<file path="src/rtl/lifm_column_gen_if.sv">
// ---------------------------------------------------------------------------
// lifm_column_gen_if
// Bundles the two bus-like port groups of lifm_column_gen:
//   * IFM memory read port : mem_rd_en, mem_addr (driven by the generator),
//                            mem_rdata (returned one cycle after mem_rd_en)
//   * LIFM vector stream   : out_valid, kidx, lifm_column, last_kidx,
//                            last_window (driven by the generator),
//                            out_ready (driven by the consumer)
// master : the column generator
// slave  : memory + downstream consumer
// ---------------------------------------------------------------------------
interface lifm_column_gen_if #(
  parameter int WORD_WIDTH = 8,
  parameter int ADDR_WIDTH = 16,
  parameter int STEP_RANGE = 128
);
  logic                             mem_rd_en;
  logic [ADDR_WIDTH-1:0]            mem_addr;
  logic [WORD_WIDTH-1:0]            mem_rdata;
  logic                             out_valid;
  logic                             out_ready;
  logic [WORD_WIDTH-1:0]            kidx;
  logic [WORD_WIDTH*STEP_RANGE-1:0] lifm_column;
  logic                             last_kidx;
  logic                             last_window;

  modport master (
    output mem_rd_en, mem_addr,
    input  mem_rdata,
    output out_valid, kidx, lifm_column, last_kidx, last_window,
    input  out_ready
  );

  modport slave (
    input  mem_rd_en, mem_addr,
    output mem_rdata,
    input  out_valid, kidx, lifm_column, last_kidx, last_window,
    output out_ready
  );
endinterface

</file>
<file path="src/rtl/lifm_column_gen.sv">
// ---------------------------------------------------------------------------
// lifm_column_gen
// Lowers a single-channel IFM into LIFM row vectors. For every window of
// STEP_RANGE consecutive output positions and every kernel element
// kidx = ky*FW+kx, one vector is built lane by lane from a word-wide
// synchronous memory and handed downstream together with its kidx.
//
// Ports:
//   clk, reset        : clock, asynchronous active-high reset
//   start             : start pulse, only looked at while idle
//   ifm_width (W), ke_width (FW), ke_height (FH), of_width (OW),
//   of_height (OH), stride (S) : geometry, latched on the start cycle
//   busy              : high whenever not idle
//   done              : one-cycle pulse after the final vector is accepted
//   bus (master)      : memory read port and vector stream
// ---------------------------------------------------------------------------
module lifm_column_gen #(
  parameter int WORD_WIDTH = 8,
  parameter int ADDR_WIDTH = 16,
  parameter int STEP_RANGE = 128
) (
  input  logic                  clk,
  input  logic                  reset,
  input  logic                  start,
  input  logic [WORD_WIDTH-1:0] ifm_width,
  input  logic [WORD_WIDTH-1:0] ke_width,
  input  logic [WORD_WIDTH-1:0] ke_height,
  input  logic [WORD_WIDTH-1:0] of_width,
  input  logic [WORD_WIDTH-1:0] of_height,
  input  logic [WORD_WIDTH-1:0] stride,
  output logic                  busy,
  output logic                  done,
  lifm_column_gen_if.master     bus
);

  localparam int LANE_W = (STEP_RANGE > 1) ? $clog2(STEP_RANGE) : 1;
  localparam int PROD_W = 2 * WORD_WIDTH;
  // Window base may run up to STEP_RANGE past OH*OW before the last-window test.
  localparam int POS_W  = PROD_W + LANE_W + 1;

  localparam logic [2:0] ST_IDLE   = 3'd0;
  localparam logic [2:0] ST_SETUP  = 3'd1;
  localparam logic [2:0] ST_FETCH  = 3'd2;
  localparam logic [2:0] ST_DRAIN  = 3'd3;
  localparam logic [2:0] ST_OUTPUT = 3'd4;
  localparam logic [2:0] ST_DONE   = 3'd5;

  logic [2:0]            state_reg;
  logic [WORD_WIDTH-1:0] cfg_w_reg, cfg_fw_reg, cfg_fh_reg;
  logic [WORD_WIDTH-1:0] cfg_ow_reg, cfg_oh_reg, cfg_s_reg;
  logic [PROD_W-1:0]     total_pos_reg;
  logic [POS_W-1:0]      win_base_reg;
  logic [WORD_WIDTH-1:0] win_ox_reg, win_oy_reg;
  logic [WORD_WIDTH-1:0] ox_reg, oy_reg;
  logic [WORD_WIDTH-1:0] kx_reg, ky_reg, kidx_reg;
  logic [LANE_W-1:0]     lane_reg;
  // Capture pipeline: the lane fetched in cycle n is written in cycle n+1.
  logic                  cap_en_reg;
  logic                  cap_rd_reg;
  logic [LANE_W-1:0]     cap_lane_reg;

  logic [POS_W-1:0]      lane_pos_c;
  logic                  lane_valid_c;
  logic                  rd_fire_c;
  logic                  last_k_c;
  logic                  last_win_c;
  logic                  cfg_zero_c;
  logic [ADDR_WIDTH-1:0] row_c, col_c, addr_c;

  assign lane_pos_c   = win_base_reg + POS_W'(lane_reg);
  assign lane_valid_c = lane_pos_c < POS_W'(total_pos_reg);
  assign rd_fire_c    = (state_reg == ST_FETCH) && lane_valid_c;
  assign last_k_c     = (kx_reg == cfg_fw_reg - WORD_WIDTH'(1)) &&
                        (ky_reg == cfg_fh_reg - WORD_WIDTH'(1));
  assign last_win_c   = (win_base_reg + POS_W'(STEP_RANGE)) >= POS_W'(total_pos_reg);
  assign cfg_zero_c   = (cfg_w_reg == '0) || (cfg_fw_reg == '0) || (cfg_fh_reg == '0) ||
                        (cfg_ow_reg == '0) || (cfg_oh_reg == '0) || (cfg_s_reg == '0);

  // Address is only meaningful modulo 2^ADDR_WIDTH, so the whole expression
  // is evaluated at that width.
  assign row_c  = ADDR_WIDTH'(oy_reg) * ADDR_WIDTH'(cfg_s_reg) + ADDR_WIDTH'(ky_reg);
  assign col_c  = ADDR_WIDTH'(ox_reg) * ADDR_WIDTH'(cfg_s_reg) + ADDR_WIDTH'(kx_reg);
  assign addr_c = row_c * ADDR_WIDTH'(cfg_w_reg) + col_c;

  assign bus.mem_rd_en   = rd_fire_c;
  assign bus.mem_addr    = rd_fire_c ? addr_c : '0;
  assign bus.out_valid   = (state_reg == ST_OUTPUT);
  assign bus.kidx        = kidx_reg;
  assign bus.last_kidx   = (state_reg == ST_OUTPUT) && last_k_c;
  assign bus.last_window = (state_reg == ST_OUTPUT) && last_win_c;
  assign busy            = (state_reg != ST_IDLE);
  assign done            = (state_reg == ST_DONE);

  always_ff @(posedge clk or posedge reset) begin
    if (reset) begin
      state_reg     <= ST_IDLE;
      cfg_w_reg     <= '0;
      cfg_fw_reg    <= '0;
      cfg_fh_reg    <= '0;
      cfg_ow_reg    <= '0;
      cfg_oh_reg    <= '0;
      cfg_s_reg     <= '0;
      total_pos_reg <= '0;
      win_base_reg  <= '0;
      win_ox_reg    <= '0;
      win_oy_reg    <= '0;
      ox_reg        <= '0;
      oy_reg        <= '0;
      kx_reg        <= '0;
      ky_reg        <= '0;
      kidx_reg      <= '0;
      lane_reg      <= '0;
      cap_en_reg    <= 1'b0;
      cap_rd_reg    <= 1'b0;
      cap_lane_reg  <= '0;
    end else begin
      cap_en_reg <= 1'b0;
      case (state_reg)
        ST_IDLE: begin
          if (start) begin
            cfg_w_reg  <= ifm_width;
            cfg_fw_reg <= ke_width;
            cfg_fh_reg <= ke_height;
            cfg_ow_reg <= of_width;
            cfg_oh_reg <= of_height;
            cfg_s_reg  <= stride;
            state_reg  <= ST_SETUP;
          end
        end

        ST_SETUP: begin
          total_pos_reg <= PROD_W'(cfg_oh_reg) * PROD_W'(cfg_ow_reg);
          win_base_reg  <= '0;
          win_ox_reg    <= '0;
          win_oy_reg    <= '0;
          ox_reg        <= '0;
          oy_reg        <= '0;
          kx_reg        <= '0;
          ky_reg        <= '0;
          kidx_reg      <= '0;
          lane_reg      <= '0;
          state_reg     <= cfg_zero_c ? ST_DONE : ST_FETCH;
        end

        ST_FETCH: begin
          cap_en_reg   <= 1'b1;
          cap_rd_reg   <= lane_valid_c;
          cap_lane_reg <= lane_reg;
          // Position walks on even through invalid tail lanes; nothing reads it.
          if (ox_reg == cfg_ow_reg - WORD_WIDTH'(1)) begin
            ox_reg <= '0;
            oy_reg <= oy_reg + WORD_WIDTH'(1);
          end else begin
            ox_reg <= ox_reg + WORD_WIDTH'(1);
          end
          if (lane_reg == LANE_W'(STEP_RANGE - 1)) begin
            lane_reg  <= '0;
            state_reg <= ST_DRAIN;
          end else begin
            lane_reg <= lane_reg + LANE_W'(1);
          end
        end

        ST_DRAIN: begin
          state_reg <= ST_OUTPUT;
        end

        ST_OUTPUT: begin
          if (bus.out_ready) begin
            lane_reg <= '0;
            if (last_k_c) begin
              if (last_win_c) begin
                state_reg <= ST_DONE;
              end else begin
                // After STEP_RANGE steps ox/oy already sit on the next window's
                // first position, so they become the new saved start.
                win_base_reg <= win_base_reg + POS_W'(STEP_RANGE);
                win_ox_reg   <= ox_reg;
                win_oy_reg   <= oy_reg;
                kx_reg       <= '0;
                ky_reg       <= '0;
                kidx_reg     <= '0;
                state_reg    <= ST_FETCH;
              end
            end else begin
              if (kx_reg == cfg_fw_reg - WORD_WIDTH'(1)) begin
                kx_reg <= '0;
                ky_reg <= ky_reg + WORD_WIDTH'(1);
              end else begin
                kx_reg <= kx_reg + WORD_WIDTH'(1);
              end
              kidx_reg  <= kidx_reg + WORD_WIDTH'(1);
              ox_reg    <= win_ox_reg;
              oy_reg    <= win_oy_reg;
              state_reg <= ST_FETCH;
            end
          end
        end

        ST_DONE: begin
          state_reg <= ST_IDLE;
        end

        default: begin
          state_reg <= ST_IDLE;
        end
      endcase
    end
  end

  // Lane storage: each lane is written once per vector, zero for lanes past
  // the end of the output map (no read was issued for those).
  genvar gi;
  generate
    for (gi = 0; gi < STEP_RANGE; gi++) begin : g_lane
      logic [WORD_WIDTH-1:0] data_reg;

      always_ff @(posedge clk or posedge reset) begin
        if (reset) begin
          data_reg <= '0;
        end else if (cap_en_reg && (cap_lane_reg == LANE_W'(gi))) begin
          data_reg <= cap_rd_reg ? bus.mem_rdata : '0;
        end
      end

      assign bus.lifm_column[gi*WORD_WIDTH +: WORD_WIDTH] = data_reg;
    end
  endgenerate

endmodule
</file>
<file path="src/flat_wrapper.sv">
// flat-port wrapper written by rule: the top's interface ports become plain ports
module lifm_column_gen_flat 
#(
  parameter int WORD_WIDTH = 8,
  parameter int ADDR_WIDTH = 16,
  parameter int STEP_RANGE = 128
)
  (clk, reset, start, ifm_width, ke_width, ke_height, of_width, of_height, stride, busy, done, bus_mem_rd_en, bus_mem_addr, bus_mem_rdata, bus_out_valid, bus_kidx, bus_lifm_column, bus_last_kidx, bus_last_window, bus_out_ready);
  lifm_column_gen_if #(.WORD_WIDTH(WORD_WIDTH), .ADDR_WIDTH(ADDR_WIDTH), .STEP_RANGE(STEP_RANGE)) bus_i ();
  input  logic clk;
  input  logic reset;
  input  logic start;
  input  logic [WORD_WIDTH-1:0] ifm_width;
  input  logic [WORD_WIDTH-1:0] ke_width;
  input  logic [WORD_WIDTH-1:0] ke_height;
  input  logic [WORD_WIDTH-1:0] of_width;
  input  logic [WORD_WIDTH-1:0] of_height;
  input  logic [WORD_WIDTH-1:0] stride;
  output logic busy;
  output logic done;
  output wire logic [$bits(bus_i.mem_rd_en)-1:0] bus_mem_rd_en;
  output wire logic [$bits(bus_i.mem_addr)-1:0] bus_mem_addr;
  input wire logic [$bits(bus_i.mem_rdata)-1:0] bus_mem_rdata;
  output wire logic [$bits(bus_i.out_valid)-1:0] bus_out_valid;
  output wire logic [$bits(bus_i.kidx)-1:0] bus_kidx;
  output wire logic [$bits(bus_i.lifm_column)-1:0] bus_lifm_column;
  output wire logic [$bits(bus_i.last_kidx)-1:0] bus_last_kidx;
  output wire logic [$bits(bus_i.last_window)-1:0] bus_last_window;
  input wire logic [$bits(bus_i.out_ready)-1:0] bus_out_ready;
  assign bus_mem_rd_en = bus_i.mem_rd_en;
  assign bus_mem_addr = bus_i.mem_addr;
  assign bus_i.mem_rdata = bus_mem_rdata;
  assign bus_out_valid = bus_i.out_valid;
  assign bus_kidx = bus_i.kidx;
  assign bus_lifm_column = bus_i.lifm_column;
  assign bus_last_kidx = bus_i.last_kidx;
  assign bus_last_window = bus_i.last_window;
  assign bus_i.out_ready = bus_out_ready;
  lifm_column_gen #(.WORD_WIDTH(WORD_WIDTH), .ADDR_WIDTH(ADDR_WIDTH), .STEP_RANGE(STEP_RANGE)) u_core (.clk(clk), .reset(reset), .start(start), .ifm_width(ifm_width), .ke_width(ke_width), .ke_height(ke_height), .of_width(of_width), .of_height(of_height), .stride(stride), .busy(busy), .done(done), .bus(bus_i));
endmodule
</file>
<file path="config.mk">
export PLATFORM = sky130hd
export DESIGN_NAME = lifm_column_gen_flat
export DESIGN_NICKNAME = d
export VERILOG_FILES = /design/src/rtl/lifm_column_gen_if.sv /design/src/rtl/lifm_column_gen.sv /design/src/flat_wrapper.sv
export SDC_FILE = /design/constraint.sdc
export NUM_CORES = 2
export LEC_CHECK = 0
export BUFFER_PORTS_ARGS = -buffer_cell sky130_fd_sc_hd__buf_2
export CORE_AREA = 2 2 428 430
export DETAILED_ROUTE_END_ITERATION = 10
export DIE_AREA = 0 0 430 432
export GPL_TIMING_DRIVEN = 0
export HOLD_SLACK_MARGIN = 0.05
export PLACE_DENSITY = 0.56
export RECOVER_POWER = 50
export SKIP_CTS_REPAIR_TIMING = 1
export SYNTH_ARGS = -nofsm -noshare
export SYNTH_HDL_FRONTEND = slang
export SYNTH_SLANG_ARGS = --single-unit
</file>
<file path="constraint.sdc">
create_clock -name clk -period 41.8 [get_ports clk]
set_input_delay 8.36 -clock clk [delete_from_list [all_inputs] [get_ports clk]]
set_output_delay 8.36 -clock clk [all_outputs]
set_load 0.005 [all_outputs]
</file>
After elaboration in Yosys (flattened, before gate mapping). Index checks and enable logic that the tools add are counted.

Output and inout bits: 1054. Logic and storage cells: 514. Input bits: 60. Register bits after elaboration: 1187.

Reduce and logical (&&, ||, !) cells: 156. Equality and inequality tests: 145. $mul: 4. $lt $le $gt $ge: 2. Add/sub/neg operators: 14. Mux-type cells: 45.

Operator list (count): equality test 7 bit (second input constant) (65); equality test 7 x 6 -> 1 bit (second input constant) (32); 2-to-1 mux 8 bit (22); logical AND 1 bit (132); equality test 7 x 5 -> 1 bit (second input constant) (16); case mux 8 bit (2 select lines) (5); 2-to-1 mux 24 bit (3); equality test 7 x 4 -> 1 bit (second input constant) (8); zero test 8 bit (6); multiplier 8 x 8 -> 16 bit (3); case mux 24 bit (2 select lines) (1); case mux 8 bit (3 select lines) (2); adder 8 x 1 -> 8 bit (second input constant) (5); adder 16 x 8 -> 16 bit (2); equality test 7 x 3 -> 1 bit (second input constant) (4); adder 24 x 7 -> 24 bit (1); adder 24 x 8 -> 24 bit (second input constant) (1); equality test 8 bit (3); greater-or-equal comparator 24 x 16 -> 1 bit (1); less-than comparator 24 x 16 -> 1 bit (1); subtractor 8 x 1 -> 8 bit (second input constant) (3); case mux 7 bit (3 select lines) (1); 2-to-1 mux 3 bit (6); adder 16 bit (1); 23 further kinds (42).

Longest topological paths before layout.
Depth after elaboration: 8. Gate-level depth with buffers: 38. Mapped depth without buffers: 37.

Worst setup path before layout. Ideal clock, no wire load.

Path kind: register -> output. Start point: register u_core.cfg_s_reg[5]. End point: output port bus_mem_addr[15]. Data arrival time: 8.800 ns. Setup slack: 24.640 ns. Cell stages (with the launch flop): 32. Data required time: 33.440 ns. Path buffers: 1. Cell sequence: dfrtp_1 -> clkbuf_1 -> nand2_1 -> fa_1 -> fa_1 -> fa_1 -> fa_1 -> inv_1 -> ha_1 -> and3_1 -> a21oi_1 -> nor3b_1 -> xnor2_1 -> and2_1 -> fa_1 -> inv_1 -> fa_1 -> inv_1 -> ha_1 -> inv_1 -> fa_1 -> fa_1 -> fa_1 -> xnor2_1 -> xnor2_1 -> xnor2_1 -> xnor2_1 -> xnor3_1 -> xnor3_1 -> xnor3_1 -> xnor2_1 -> nor2_1.

Cells in the longest elaborated chain, start to end: 5. Elaborated cells on any way between the ends: 7. Those cells by class: add/sub: 3; mul: 3; mux: 1.

RTL lines: start, declared (RTL line lifm_column_gen.sv:50) `logic [WORD_WIDTH-1:0] cfg_ow_reg, cfg_oh_reg, cfg_s_reg;`; start signal, assigned (RTL line lifm_column_gen.sv:126) `cfg_s_reg <= stride;`; multiplier 8 x 8 -> 16 bit (RTL line lifm_column_gen.sv:81) `assign row_c = ADDR_WIDTH'(oy_reg) * ADDR_WIDTH'(cfg_s_reg) + ADDR_WIDTH'(ky_reg);`; adder 16 x 8 -> 16 bit (RTL line lifm_column_gen.sv:81); multiplier 16 x 8 -> 16 bit (RTL line lifm_column_gen.sv:83) `assign addr_c = row_c * ADDR_WIDTH'(cfg_w_reg) + col_c;`; adder 16 bit * (RTL line lifm_column_gen.sv:83); 2-to-1 mux 16 bit * (RTL line lifm_column_gen.sv:86) `assign bus.mem_addr = rd_fire_c ? addr_c : '0;`; end, declared (RTL line flat_wrapper.sv:22) `output wire logic [$bits(bus_i.mem_addr)-1:0] bus_mem_addr;`.

Mark *: on every way between the ends. The rest lies on a longest branch, timed or not.

==> results.txt <==
Status: finished with violations
Failing checks: capacitance limit, slew limit
Initial antenna violation count: 7
Layout Cells excl Fill: 9,304
Clock power frac: 0.280
Final wirelength: 231,000 um
Met1 wire length: 88,300 um
Core area: 182,000 um2
DR top layer: met4
Reg2reg end: u_core.total_pos_reg[15]$_DFFE_PP0P_
Hold EP: u_core.g_lane[95].data_reg[6]$_DFFE_PP0P_
CTS max path bufs: 3
GRT Total Usage: 0.243
Critical hold path startpoint: u_core.g_lane[95].data_reg[6]$_DFFE_PP0P_
Fill cells: 18,500
Port buffer count: 1,113
Total Negative Setup Slacks: 0 ns
Top-count cell post-synth: nand2_1
CTS clk-pin slew, worst paths: 0.06 ns
Sequential area share after synthesis: 0.543
Clock Skew: 0.0427 ns
Post-synthesis compound-gate area fraction: 0.125
Post-Synth Simple-Gate Area: 0.143
Worst hold path class: flip-flop to flip-flop
Leading area contributor after synthesis: dfrtp_1
Worst Path Max Fanout: 123
Setup WS pre-CTS: 23.14 ns
Mapped Area: 54,400 um2
Grt total ovfl: 0
Relative slew slack: -3.45
Critical Path RT: 41.06 ns
Yosys warning count: 0
Final Util: 0.372
Mapped Cells: 5,532
FP Rows: 157
Share of cells above drive strength 1: 0.153
Most frequent CP cell: clkbuf_1
Vias per Instance: 4.89
Period utilization: 0.489
Clock sinks: 1,180
Largest net degree at the start of global routing: 131
Met2 wire length: 111,000 um
Reg power frac: 0.331
Slowest cell on the critical path: clkbuf_1
Fmax achieved: 48.9 MHz
CTS tree: yes
Cell total after placement: 9,059
Unrepaired setup endpoints after global routing: no
Largest stage delay, worst path: 4.96 ns
Setup violation total in the final timing report: 0
Final Hold Fails: 0
Top cells by count, synth: nand2_1 (1,403), dfrtp_1 (1,180), o21ai_0 (1,132), inv_1 (359), clkbuf_1 (338)
Syn nets: 5,967
Switching fraction of total power: 0.403
Worst-Margin Slew: 6.67 ns
Crit path buf inv count: 4
Data arrival, critical path: 19.71 ns
Synth Area in XOR/XNOR: 0.0152
Post-synth ARST share: 1.00
Number of flops mapped to enable cells by yosys: 0
Net Sw Power: 1.75 mW
# DRC: 0
Vias in the first global route: 43,300
DRT Pass-1 Iters: 6
R2r startpoint: u_core.cfg_ow_reg[4]$_DFFE_PP0P_
Crit path cell chain: buf_2, clkinvlp_2, clkbuf_1, clkbuf_1
Root buffer cell: clkbuf_16
Setup slack after layout: 21.35 ns
R2R setup slack: 36.61 ns
Critical path class: input pin to asynchronous set/reset pin
Die X: 430 um
Yosys top cell area share: 0.543
Reg2Reg Depth: 18
Largest register FFs: 1,024
CP endpoint kind: asynchronous set/reset pin
Post-DP HPWL: 182,000 um
Initial DRC Count: 3,466
Worst setup SP type: input pin
Nets@finish: 7,245
Mean cell area of the mapped netlist: 9.84 um2
Total area of sequential cells: 29,500 um2
Seq cells post-synth: 1,180
Worst vdd ir: 0.0806 mV
Cell family with the largest share of critical-path delay: buffers and inverters
Power Internal: 2.58 mW
Mux contribution to synthesized area: 0.00920
Power Density: 64.1 nW/um2
Initial Util: 0.299
Largest cells by area after synthesis: dfrtp_1 (54%), o21ai_0 (10%), nand2_1 (9.7%)
Synthesized-area fraction occupied by adder cells: 0.115
Tmin final: 20.45 ns
Multi-input gate area: 22,300 um2
Largest family of logic cells by synthesized area: simple AND/OR/NAND/NOR gates
GP Congestion: 0.923
Height of the die: 432 um
Total power: 4.33 mW
Pins Over Slew Limit: 448
Area grow syn2layout: 24.1%
Clock latency on the worst-skew pair: 0.80 ns
DR WL/cell: 24.9 um
Pleak: 31.7 nW
Area of the die: 186,000 um2
DR WL met3: 17,100 um
Hold Path Depth: 2
CTS H-tree depth: 4
CTS buffer count: 134
Antenna violation net count after detailed routing: 0
Max_cap viols: 7
First-pass GRT wire length: 325,000 um
Vias post-DR: 45,500
Library cells used by synthesis: 73
IO Count: 1,114
Top FF cell, synth: dfrtp_1
Comb pwr share: 0.389
final cells by class:
class                           count  area share
Antenna cell                        5    0.000185
Buffer                            351      0.0196
Clock buffer                      192      0.0574
Clock inverter                     48     0.00878
Inverter                          359      0.0200
Multi-Input combinational cell   3642       0.330
Sequential cell                  1180       0.437
Tap cell                         2385      0.0442
Timing Repair Buffer             1142      0.0830
placed cells by master (no fill, tap or decap), types with 32 or more instances in the layout:
master,instances
clkbuf_16,136
nand2_1,1403
ha_1,169
a21oi_1,48
and2_1,154
o21ai_0,1135
xnor2_1,62
dfrtp_1,1180
nor2_1,81
inv_1,358
clkbuf_1,744
mux2_2,40
nor3_1,32
fa_1,206
buf_2,749
nand3_1,35
worst reg2reg max path, stage by stage, from the launching register on:
cell	delay [ns]
dfrtp_1	0.45
clkbuf_1	0.29
and2_0	0.27
fa_1	0.46
fa_1	0.54
inv_1	0.05
fa_1	0.46
fa_1	0.55
inv_1	0.05
ha_1	0.30
o21ai_0	0.11
a21oi_1	0.14
o21ai_0	0.22
a21oi_1	0.12
o21ai_0	0.28
a21oi_1	0.15
o31ai_1	0.31
xnor2_1	0.20
o21ai_0	0.11
kinds of logic after synthesis:
kind of cell             count (synthesis)
adder cells (fa/ha/maj)                375
XOR/XNOR                                90
buffers and inverters                  710
AND/OR/NAND/NOR                       1846
multiplexers                            45
flip-flops                            1180
AO/OA/AOI/OAI                         1286
routing by layer:
metal | vias up | global-route usage
met2 | 1678 | 0.401
met5 | - | 0
met3 | 438 | 0.0577
met4 | 0 | 0.138
li1 | 20600 | -
met1 | 22800 | 0.292
power groups by stage:
| stage | Combinational [mW] | Sequential, mW | Clock, mW |
|---|---|---|---|
| global route | 1.91 | 1.45 | 1.27 |
| finish | 1.68 | 1.43 | 1.21 |
| floorplan | 1.00 | 1.43 | 0 |
| CTS | 1.73 | 1.43 | 1.23 |
| global placement | 1.69 | 1.45 | 0 |
| detailed placement | 1.71 | 1.45 | 0 |
stage by stage:
step           hold WS, ns  area, um2
3_5_place_dp         0.464      63700
6_report             0.469      67500
2_1_floorplan        0.449      54400
4_1_cts              0.477      68100
5_1_grt              0.496      67500
3_3_place_gp         0.456      63000
worst max-delay path by stage:
stage	slack, ns	cells past startpoint	from	end
2_1_floorplan	0.20	1	reset	u_core.bus.kidx[0]$_DFFE_PP0P_
3_3_place_gp	-12.97	2	reset	u_core.g_lane[85].data_reg[0]$_DFFE_PP0P_
3_5_place_dp	23.14	32	u_core.cfg_s_reg[4]$_DFFE_PP0P_	bus_mem_addr[15]
4_1_cts	22.25	32	u_core.cfg_s_reg[4]$_DFFE_PP0P_	bus_mem_addr[15]
5_1_grt	18.90	4	reset	u_core.g_lane[5].data_reg[3]$_DFFE_PP0P_
6_report	21.35	4	reset	u_core.g_lane[35].data_reg[6]$_DFFE_PP0P_
Note: power is estimated with default switching activity, not from simulation.
